[src/rtl/uart_reg_bridge.sv]
// -----------------------------------------------------------------------------
// uart_reg_bridge
//
// Command engine that sits behind a UART's RX/TX FIFOs and lets a remote host
// peek and poke an on-chip register bus. Frames:
//   write : CMD_WR, addr, data  -> register write, reply RSP_ACK
//   read  : CMD_RD, addr        -> register read,  reply with read data
//   other opcode                -> reply RSP_NAK, bump err_cnt
// Exactly one reply byte is pushed per frame. Frames are handled strictly in
// order.
//
// Ports:
//   clk, reset          system clock, asynchronous active-high reset
//   rx_empty, r_data    RX FIFO status and head byte
//   rd_uart             RX FIFO pop strobe (combinational)
//   tx_full             TX FIFO full
//   wr_uart, w_data     TX FIFO push strobe and byte
//   reg_addr, reg_wdata register bus address / write data (registered, held)
//   reg_we, reg_re      one-cycle register write / read strobes
//   reg_rdata           register read data, valid the cycle after reg_re
//   busy                high whenever the engine is not idle
//   err_cnt             saturating count of NAK replies
//
// Optional build macro UART_BRIDGE_TIMEOUT_EN:
//   When defined, a frame that stalls for TIMEOUT_CYC cycles waiting for its
//   address or data byte is abandoned with a NAK reply. When undefined, the
//   engine waits indefinitely for the rest of a frame.
// -----------------------------------------------------------------------------
module uart_reg_bridge #(
  parameter int         ADDR_W      = 8,
  parameter logic [7:0] CMD_WR      = 8'h57,
  parameter logic [7:0] CMD_RD      = 8'h52,
  parameter logic [7:0] RSP_ACK     = 8'h4B,
  parameter logic [7:0] RSP_NAK     = 8'h3F,
  parameter int         TIMEOUT_CYC = 200000
) (
  input  logic              clk,
  input  logic              reset,
  input  logic              rx_empty,
  input  logic [7:0]        r_data,
  output logic              rd_uart,
  input  logic              tx_full,
  output logic              wr_uart,
  output logic [7:0]        w_data,
  output logic [ADDR_W-1:0] reg_addr,
  output logic [7:0]        reg_wdata,
  output logic              reg_we,
  output logic              reg_re,
  input  logic [7:0]        reg_rdata,
  output logic              busy,
  output logic [7:0]        err_cnt
);

  typedef enum logic [2:0] {
    IDLE, GET_ADDR, GET_DATA, REG_WR, REG_RD, RD_WAIT, SEND
  } state_t;

  state_t            state_q, state_d;
  logic              op_wr_q, op_wr_d;     // 1 = write frame, 0 = read frame
  logic [7:0]        w_data_q, w_data_d;   // reply byte, loaded on entry to SEND
  logic [ADDR_W-1:0] reg_addr_q, reg_addr_d;
  logic [7:0]        reg_wdata_q, reg_wdata_d;
  logic              reg_we_q, reg_we_d;
  logic              reg_re_q, reg_re_d;
  logic              busy_q, busy_d;
  logic [7:0]        err_cnt_q, err_cnt_d;

`ifdef UART_BRIDGE_TIMEOUT_EN
  localparam int             TMO_W   = $clog2(TIMEOUT_CYC);
  localparam logic [TMO_W-1:0] TMO_MAX = TMO_W'(TIMEOUT_CYC - 1);
  logic [TMO_W-1:0] tmo_q, tmo_d;
  logic             tmo_hit;
  assign tmo_hit = rx_empty && (tmo_q == TMO_MAX);
`endif

  // Pops are only allowed in byte-collecting states; gating with reset keeps
  // the FIFO untouched while the engine is held in reset.
  assign rd_uart = !reset && !rx_empty &&
                   (state_q inside {IDLE, GET_ADDR, GET_DATA});

  // Push in the SEND cycle itself so a write replies two cycles after its
  // last byte; w_data is already registered and stable by then.
  assign wr_uart = (state_q == SEND) && !tx_full;

  always_comb begin
    // NOTE: every signal gets its hold value first, so no path through the
    // case leaves it unassigned and no latch is inferred.
    state_d     = state_q;
    op_wr_d     = op_wr_q;
    w_data_d    = w_data_q;
    reg_addr_d  = reg_addr_q;
    reg_wdata_d = reg_wdata_q;
    err_cnt_d   = err_cnt_q;

    case (state_q)
      IDLE: begin
        if (rd_uart) begin
          if (r_data == CMD_WR) begin
            op_wr_d = 1'b1;
            state_d = GET_ADDR;
          end else if (r_data == CMD_RD) begin
            op_wr_d = 1'b0;
            state_d = GET_ADDR;
          end else begin
            w_data_d  = RSP_NAK;
            err_cnt_d = (err_cnt_q == 8'hFF) ? err_cnt_q : err_cnt_q + 8'd1;
            state_d   = SEND;
          end
        end
      end
      GET_ADDR: begin
        if (rd_uart) begin
          reg_addr_d = r_data[ADDR_W-1:0];
          state_d    = op_wr_q ? GET_DATA : REG_RD;
        end
`ifdef UART_BRIDGE_TIMEOUT_EN
        else if (tmo_hit) begin
          w_data_d  = RSP_NAK;
          err_cnt_d = (err_cnt_q == 8'hFF) ? err_cnt_q : err_cnt_q + 8'd1;
          state_d   = SEND;
        end
`endif
      end
      GET_DATA: begin
        if (rd_uart) begin
          reg_wdata_d = r_data;
          state_d     = REG_WR;
        end
`ifdef UART_BRIDGE_TIMEOUT_EN
        else if (tmo_hit) begin
          w_data_d  = RSP_NAK;
          err_cnt_d = (err_cnt_q == 8'hFF) ? err_cnt_q : err_cnt_q + 8'd1;
          state_d   = SEND;
        end
`endif
      end
      REG_WR: begin
        w_data_d = RSP_ACK;
        state_d  = SEND;
      end
      REG_RD: begin
        state_d = RD_WAIT;
      end
      RD_WAIT: begin
        w_data_d = reg_rdata;
        state_d  = SEND;
      end
      SEND: begin
        if (!tx_full) state_d = IDLE;
      end
      default: state_d = IDLE;
    endcase

    // Strobes and busy are decoded from the next state so they are flops
    // that are high exactly for the cycles spent in the matching state.
    reg_we_d = (state_d == REG_WR);
    reg_re_d = (state_d == REG_RD);
    busy_d   = (state_d != IDLE);

`ifdef UART_BRIDGE_TIMEOUT_EN
    // Count only while parked in a byte-collecting state; any transition
    // (pop, timeout, or entry) restarts from zero.
    if ((state_d == state_q) && (state_q inside {GET_ADDR, GET_DATA}) && rx_empty)
      tmo_d = tmo_q + 1'b1;
    else
      tmo_d = '0;
`endif
  end

  // NOTE: sequential state uses non-blocking assignments so every flop
  // samples pre-edge values regardless of statement order.
  always_ff @(posedge clk or posedge reset) begin
    if (reset) begin
      state_q     <= IDLE;
      op_wr_q     <= 1'b0;
      w_data_q    <= 8'h00;
      reg_addr_q  <= '0;
      reg_wdata_q <= 8'h00;
      reg_we_q    <= 1'b0;
      reg_re_q    <= 1'b0;
      busy_q      <= 1'b0;
      err_cnt_q   <= 8'h00;
`ifdef UART_BRIDGE_TIMEOUT_EN
      tmo_q       <= '0;
`endif
    end else begin
      state_q     <= state_d;
      op_wr_q     <= op_wr_d;
      w_data_q    <= w_data_d;
      reg_addr_q  <= reg_addr_d;
      reg_wdata_q <= reg_wdata_d;
      reg_we_q    <= reg_we_d;
      reg_re_q    <= reg_re_d;
      busy_q      <= busy_d;
      err_cnt_q   <= err_cnt_d;
`ifdef UART_BRIDGE_TIMEOUT_EN
      tmo_q       <= tmo_d;
`endif
    end
  end

  assign w_data    = w_data_q;
  assign reg_addr  = reg_addr_q;
  assign reg_wdata = reg_wdata_q;
  assign reg_we    = reg_we_q;
  assign reg_re    = reg_re_q;
  assign busy      = busy_q;
  assign err_cnt   = err_cnt_q;

endmodule

[config.mk]
export PLATFORM = sky130hd
export DESIGN_NAME = uart_reg_bridge
export DESIGN_NICKNAME = d
export VERILOG_FILES = /design/src/rtl/uart_reg_bridge.sv
export SDC_FILE = /design/constraint.sdc
export NUM_CORES = 1
export LEC_CHECK = 0
export ABC_AREA = 0
export CAP_MARGIN = 20
export CELL_PAD_IN_SITES_DETAIL_PLACEMENT = 1
export CELL_PAD_IN_SITES_GLOBAL_PLACEMENT = 2
export CORE_ASPECT_RATIO = 1.1
export CORE_MARGIN = 10
export CORE_UTILIZATION = 32
export CTS_CLUSTER_SIZE = 40
export DETAILED_ROUTE_END_ITERATION = 7
export GPL_ROUTABILITY_DRIVEN = 1
export GPL_TIMING_DRIVEN = 1
export MAX_ROUTING_LAYER = met4
export PLACE_DENSITY = 0.81
export SYNTH_ARGS = -nofsm -noshare
export SYNTH_HDL_FRONTEND = slang
export SYNTH_SLANG_ARGS = --single-unit
[constraint.sdc]
create_clock -name clk -period 4.2 [get_ports clk]
set_input_delay 0.63 -clock clk [delete_from_list [all_inputs] [get_ports clk]]
set_output_delay 0.63 -clock clk [all_outputs]
set_load 0.01 [all_outputs]
# [Word level (Yosys, flattened, before mapping)]
# Index checks and enable logic that the tools add are counted.
[totals] ff_bits=39 input_bits=20 output_inout_bits=37 wordCells=58
[classes] add_sub_neg=1 eq_ne=14 muxes=14 bitwise_logic=3 n_reduce_logical=17
[op_table] cell="$mux W8" n=3
[op_table] cell="$pmux W8 S3" n=1
[op_table] cell="$mux W3" n=7
[op_table] cell="$pmux W3 S6" n=1
[op_table] cell="$eq A8 B7 Y1 const B" n=2
[op_table] cell="$eq A3 B3 Y1 const B" n=4
[op_table] cell="$eq A3 B2 Y1 const B" n=3
[op_table] cell="$reduce_bool A3 Y1" n=3
[op_table] cell="$add A8 B1 Y8 const B" n=1
[op_table] cell="$eq A8 B8 Y1 const B" n=1
[op_table] cell="$ne A2 B2 Y1 const B" n=3
[op_table] cell="$reduce_and A5 Y1" n=1
[op_table] cell="$reduce_and A2 Y1" n=2
[op_table] cell="$reduce_and A4 Y1" n=1
[op_table] cell="$eq A3 B1 Y1 const B" n=1
[op_table] cell="$logic_and A1 B1 Y1" n=3
[op_table] cell="$logic_not A1 Y1" n=3
[op_table] cell="$logic_not A3 Y1" n=1
[op_table] cell="$not A1 Y1" n=3
[op_table] cell="$reduce_and A3 Y1" n=1
[op_table] cell="$mux W1" n=2
[op_table] cell="$reduce_bool A2 Y1" n=1
[op_table] cell="$reduce_or A2 Y1" n=1

# [Depth between registers and ports, before layout]
[depth] ltp_word=6 mapped_depth=5 ltp_nobuf=5

# [Worst setup path before layout]
# OpenSTA, ideal clock, no wires.
[synth_timing] path_kind="input-to-output" from="input rx_empty" to="output rd_uart" t_arrival_ns=1.298 t_required_ns=3.570 path_slack_ns=2.272 path_stages=2 n_path_buf=0 cell_sequence="or2_2 -> a211oi_1"
[synth_between] elab_chain_cells=3
[synth_lines] element="from (decl)" line_no="39" source="input logic rx_empty,"
[synth_lines] element="$logic_not A1 Y1" line_no="78" source="assign rd_uart = !reset && !rx_empty &&"
[synth_lines] element="$logic_and A1 B1 Y1 (2 in a row)" line_no="78"
[synth_lines] element="to (decl)" line_no="41" source="output logic rd_uart,"
# No other way between the ends.

# [Worst setup path in the final report]
[layout_timing] from="input reset" to="output rd_uart"
[layout_between] elab_chain_cells=3
[layout_lines] element="from (decl)" line_no="38" source="input logic reset,"
[layout_lines] element="$logic_not A1 Y1 (no line)"
[layout_lines] element="$logic_and A1 B1 Y1 (2 in a row)" line_no="78"
# No other way between the ends.

==> impl_metrics.prom <==
# TYPE chip_impl_metric gauge
chip_impl_metric{name="antenna_violations_before_repair",unit=""} 0
chip_impl_metric{name="dp_cells",unit=""} 287
chip_impl_metric{name="final_layout_size_suffix_gt1_frac",unit=""} 0.189
chip_impl_metric{name="wirelength",unit="µm"} 5060
chip_impl_metric{name="syn-instance-count",unit=""} 158
chip_impl_info{name="hold-path-endpoint",value="err_cnt[6]$_DFFE_PP0P_"} 1
chip_impl_metric{name="cts_setup_buffers",unit=""} 0
chip_impl_info{name="yosys.area.top_type",value="sky130_fd_sc_hd__dfrtp_1"} 1
chip_impl_metric{name="crit_buf_inv",unit=""} 2
chip_impl_metric{name="ys_ff_latch",unit=""} 39
chip_impl_metric{name="tritoncts_num_sinks",unit=""} 39
chip_impl_metric{name="total_global_routing_track_utilization",unit=""} 0.114
chip_impl_metric{name="net_count_after_synthesis",unit=""} 179
chip_impl_metric{name="instances_no_fill",unit=""} 294
chip_impl_metric{name="cts_max_level",unit=""} 2
chip_impl_info{name="timing.hold.worst.start",value="err_cnt[6]$_DFFE_PP0P_"} 1
chip_impl_metric{name="die_w",unit="µm"} 93.6
chip_impl_metric{name="total_negative_setup_slacks",unit="ns"} 0
chip_impl_metric{name="drt-pass1-iter-count",unit=""} 4
chip_impl_metric{name="worst_r2r_path_depth",unit=""} 4
chip_impl_metric{name="antenna_cells",unit=""} 0
chip_impl_metric{name="yosysWarnings",unit=""} 0
chip_impl_metric{name="cts_made_buffers",unit=""} 5
chip_impl_metric{name="average_cell_area_after_synthesis",unit="µm²"} 12.1
chip_impl_metric{name="synth.lib_cells_used.distinct",unit=""} 48
chip_impl_metric{name="global_route_wire_length_before_repair",unit="µm"} 8450
chip_impl_metric{name="tightestPinTransition",unit="ns"} 0.754
chip_impl_metric{name="worst_ep_required_time",unit="ns"} 3.57
chip_impl_metric{name="layout-area-overhead-vs-synth",unit="%"} 38.0
chip_impl_metric{name="maxSlewViolCount",unit=""} 0
chip_impl_info{name="rsz0062_at_grt",value="false"} 1
chip_impl_metric{name="instance_count_along_the_most_critical_hold_path",unit=""} 1
chip_impl_metric{name="max-slew-margin-rel",unit=""} 0.498
chip_impl_info{name="setup.worst_path.class",value="in2out"} 1
chip_impl_info{name="cts_tree",value="done"} 1
chip_impl_metric{name="synth_enable_flop_cells",unit=""} 0
chip_impl_metric{name="leakagePower",unit="nW"} 1.13
chip_impl_metric{name="fp.dieArea",unit="µm²"} 9460
chip_impl_metric{name="vdd_drop_max",unit="µV"} 248
chip_impl_metric{name="routed-via-count",unit=""} 1490
chip_impl_metric{name="post_synthesis_instance_area",unit="µm²"} 1910
chip_impl_metric{name="reg2reg_slack",unit="ns"} 2.27
chip_impl_info{name="crit-reg2reg-launch",value="state_q[2]$_DFF_PP0_"} 1
chip_impl_metric{name="sequential_cell_area",unit="µm²"} 976
chip_impl_metric{name="dpl.hpwl",unit="µm"} 3860
chip_impl_metric{name="initial_core_util",unit=""} 0.331
chip_impl_metric{name="finalHoldViolations",unit=""} 0
chip_impl_metric{name="detail_route.drc_violations",unit=""} 0
chip_impl_metric{name="achievable-frequency",unit="GHz"} 0.335
chip_impl_metric{name="antenna_left",unit=""} 0
chip_impl_info{name="timing.critical_path.max_delay_family",value="buffers and inverters"} 1
chip_impl_metric{name="clock_latency",unit="ns"} 0.29
chip_impl_info{name="ys_top_cells_by_area",value="sky130_fd_sc_hd__dfrtp_1 (51%), sky130_fd_sc_hd__mux2_2 (10%), sky130_fd_sc_hd__xor2_1 (3.2%)"} 1
chip_impl_info{name="critical_path.cell_chain",value="clkdlybuf4s50_1 -> or2_2 -> a211oi_1 -> clkdlybuf4s50_1"} 1
chip_impl_metric{name="min_period",unit="ns"} 2.99
chip_impl_metric{name="finalClockSkew",unit="ns"} 0.00517
chip_impl_metric{name="ios",unit=""} 57
chip_impl_metric{name="rows",unit=""} 29
chip_impl_metric{name="drt_iter0_drc",unit=""} 43
chip_impl_metric{name="yosys.area.top_type_share",unit=""} 0.511
chip_impl_metric{name="num-nets-final",unit=""} 238
chip_impl_metric{name="holdWs",unit="ns"} 0.493
chip_impl_info{name="critPathMostFrequentCell",value="sky130_fd_sc_hd__clkdlybuf4s50_1"} 1
chip_impl_metric{name="fillerInstances",unit=""} 611
chip_impl_info{name="worst_min_path_class",value="reg2reg"} 1
chip_impl_metric{name="grt_start_max_net_pins",unit=""} 40
chip_impl_metric{name="max-clock-path-buffers",unit=""} 2
chip_impl_metric{name="power_density",unit="nW/µm²"} 640
chip_impl_info{name="run_status",value="complete, no violations"} 1
chip_impl_info{name="worst_r2r_endpoint",value="err_cnt[1]$_DFFE_PP0P_"} 1
chip_impl_metric{name="worstPathMaxFanout",unit=""} 6
chip_impl_metric{name="max_cap_viol_count",unit=""} 0
chip_impl_metric{name="setup_slack_of_the_critical_path_after_layout",unit="ns"} 1.21
chip_impl_metric{name="routed_wire_length_per_instance",unit="µm"} 17.2
chip_impl_info{name="most_used_flip_flop_cell_after_synthesis",value="sky130_fd_sc_hd__dfrtp_1"} 1
chip_impl_metric{name="chipHeight",unit="µm"} 101
chip_impl_metric{name="cp_slowest_stage_delay",unit="ns"} 0.59
chip_impl_metric{name="grt_overflow_total",unit=""} 0
chip_impl_metric{name="number_of_global_route_vias_before_repair",unit=""} 1576
chip_impl_metric{name="finalCoreUtilization",unit=""} 0.456
chip_impl_metric{name="multi_input_comb_area",unit="µm²"} 875
chip_impl_metric{name="placeableCoreArea",unit="µm²"} 5770
chip_impl_metric{name="worst-endpoint-arrival",unit="ns"} 2.36
chip_impl_metric{name="ctsHoldBuffers",unit=""} 0
chip_impl_info{name="synth_commonest_cells",value="sky130_fd_sc_hd__dfrtp_1 (39), sky130_fd_sc_hd__mux2_2 (17), sky130_fd_sc_hd__inv_1 (8), sky130_fd_sc_hd__nor2_1 (8)"} 1
chip_impl_metric{name="clk_pin_slew",unit="ns"} 0.08
chip_impl_metric{name="post-place-ws",unit="ns"} 1.19
chip_impl_metric{name="ys_seq_area_frac",unit=""} 0.511
chip_impl_info{name="crit_path_top_delay_cell",value="sky130_fd_sc_hd__clkdlybuf4s50_1"} 1
chip_impl_info{name="critPathCaptureType",value="output pin"} 1
chip_impl_info{name="clock_root_cell",value="sky130_fd_sc_hd__clkbuf_8"} 1
chip_impl_metric{name="vias_per_cell",unit=""} 5.07
chip_impl_metric{name="io_buffer_count",unit=""} 56
chip_impl_metric{name="report.final.setup_viol",unit=""} 0
chip_impl_metric{name="ctsResizeCount",unit=""} 0
chip_impl_metric{name="placer_s_final_routability_congestion_estimate",unit=""} 0.708
chip_impl_info{name="worst_setup_path_start_kind",value="input pin"} 1
chip_impl_metric{name="finalCritPeriodShare",unit=""} 0.711
chip_impl_metric{name="synth_async_sr_flop_share",unit=""} 1.00
chip_impl_info{name="post-synth-top-count-cell",value="sky130_fd_sc_hd__dfrtp_1"} 1
[worst max-delay path by stage]
stage,startpoint,to,slack (ns),depth (start not counted)
floorplan,rx_empty,rd_uart,2.27,2
global placement,reset,rd_uart,1.20,4
detailed placement,reset,rd_uart,1.19,4
CTS,reset,rd_uart,1.19,4
global route,reset,rd_uart,1.15,4
finish,reset,rd_uart,1.21,4
[placed cells by master (no fill, tap or decap), types with 3 or more instances in the layout]
master and n:
sky130_fd_sc_hd__a21oi_1 6, sky130_fd_sc_hd__a2bb2oi_1 3, sky130_fd_sc_hd__clkbuf_8 6, sky130_fd_sc_hd__clkdlybuf4s50_1 56
sky130_fd_sc_hd__dfrtp_1 39, sky130_fd_sc_hd__inv_1 8, sky130_fd_sc_hd__mux2_2 17, sky130_fd_sc_hd__mux2i_1 3
sky130_fd_sc_hd__nand2_1 7, sky130_fd_sc_hd__nand2_2 3, sky130_fd_sc_hd__nand2b_1 3, sky130_fd_sc_hd__nand3_1 5
sky130_fd_sc_hd__nor2_1 8, sky130_fd_sc_hd__nor4_1 3, sky130_fd_sc_hd__o221a_1 3, sky130_fd_sc_hd__xor2_1 7
[per-stage QoR]
step | power [mW] | instance area [µm²]
2_1_floorplan | 1.06 | 1910
3_3_place_gp | 1.44 | 2540
3_5_place_dp | 1.45 | 2540
4_1_cts | 1.72 | 2630
5_1_grt | 1.81 | 2630
6_report | 1.68 | 2630
[per-layer routing]
layer	vias up	GRT usage	wire, µm
met5	-	-	0
met4	0	0.0281	40
met3	7	0.0306	253
met2	38	0.193	2600
met1	751	0.130	2170
li1	694	-	-
[worst reg2reg max path: cells and delay by family, from the launching register on]
kind,cells,cell delay [ns]
flip-flops,1,0.66
AND/OR/NAND/NOR,2,0.66
multiplexers,1,0.31
AO/OA/AOI/OAI,1,0.20
[cell families (layout without fill, tap and decap cells)]
logic type                 Yosys count  count (layout)  share of synthesized area
adders and majority gates            1               1                    0.00656
buffers and inverters               13              72                     0.0302
and+or+nand+nor                     45              45                      0.151
AOI/OAI and AO/OA                   31              31                      0.136
DFF                                 39              39                      0.511
xor gates and xnor gates             8               8                     0.0407
muxes                               21              21                      0.124
[flip-flops by register name, summed over array words and instances, names as in the netlist]
register	count
busy	1
err_cnt	8
op_wr_q	1
reg_addr	8
reg_re	1
reg_wdata	8
reg_we	1
state_q	3
w_data	8
[where the power goes]
| group | switching (mW) | leakage, nW | internal, mW |
|---|---|---|---|
| logic | 0.314 | 0.604 | 0.446 |
| registers | 0.145 | 0.475 | 0.521 |
| clock network | 0.130 | 0.0470 | 0.129 |
[cell type report]
type / instances / share of cell area
well taps: 77 / 0.0366
flip-flops and latches: 39 / 0.371
multi-input cells: 106 / 0.332
repair buffers: 57 / 0.216
clock inverters: 1 / 0.00190
inverters: 8 / 0.0114
clock buffers: 6 / 0.0314
(Power assumes the default switching activity.)
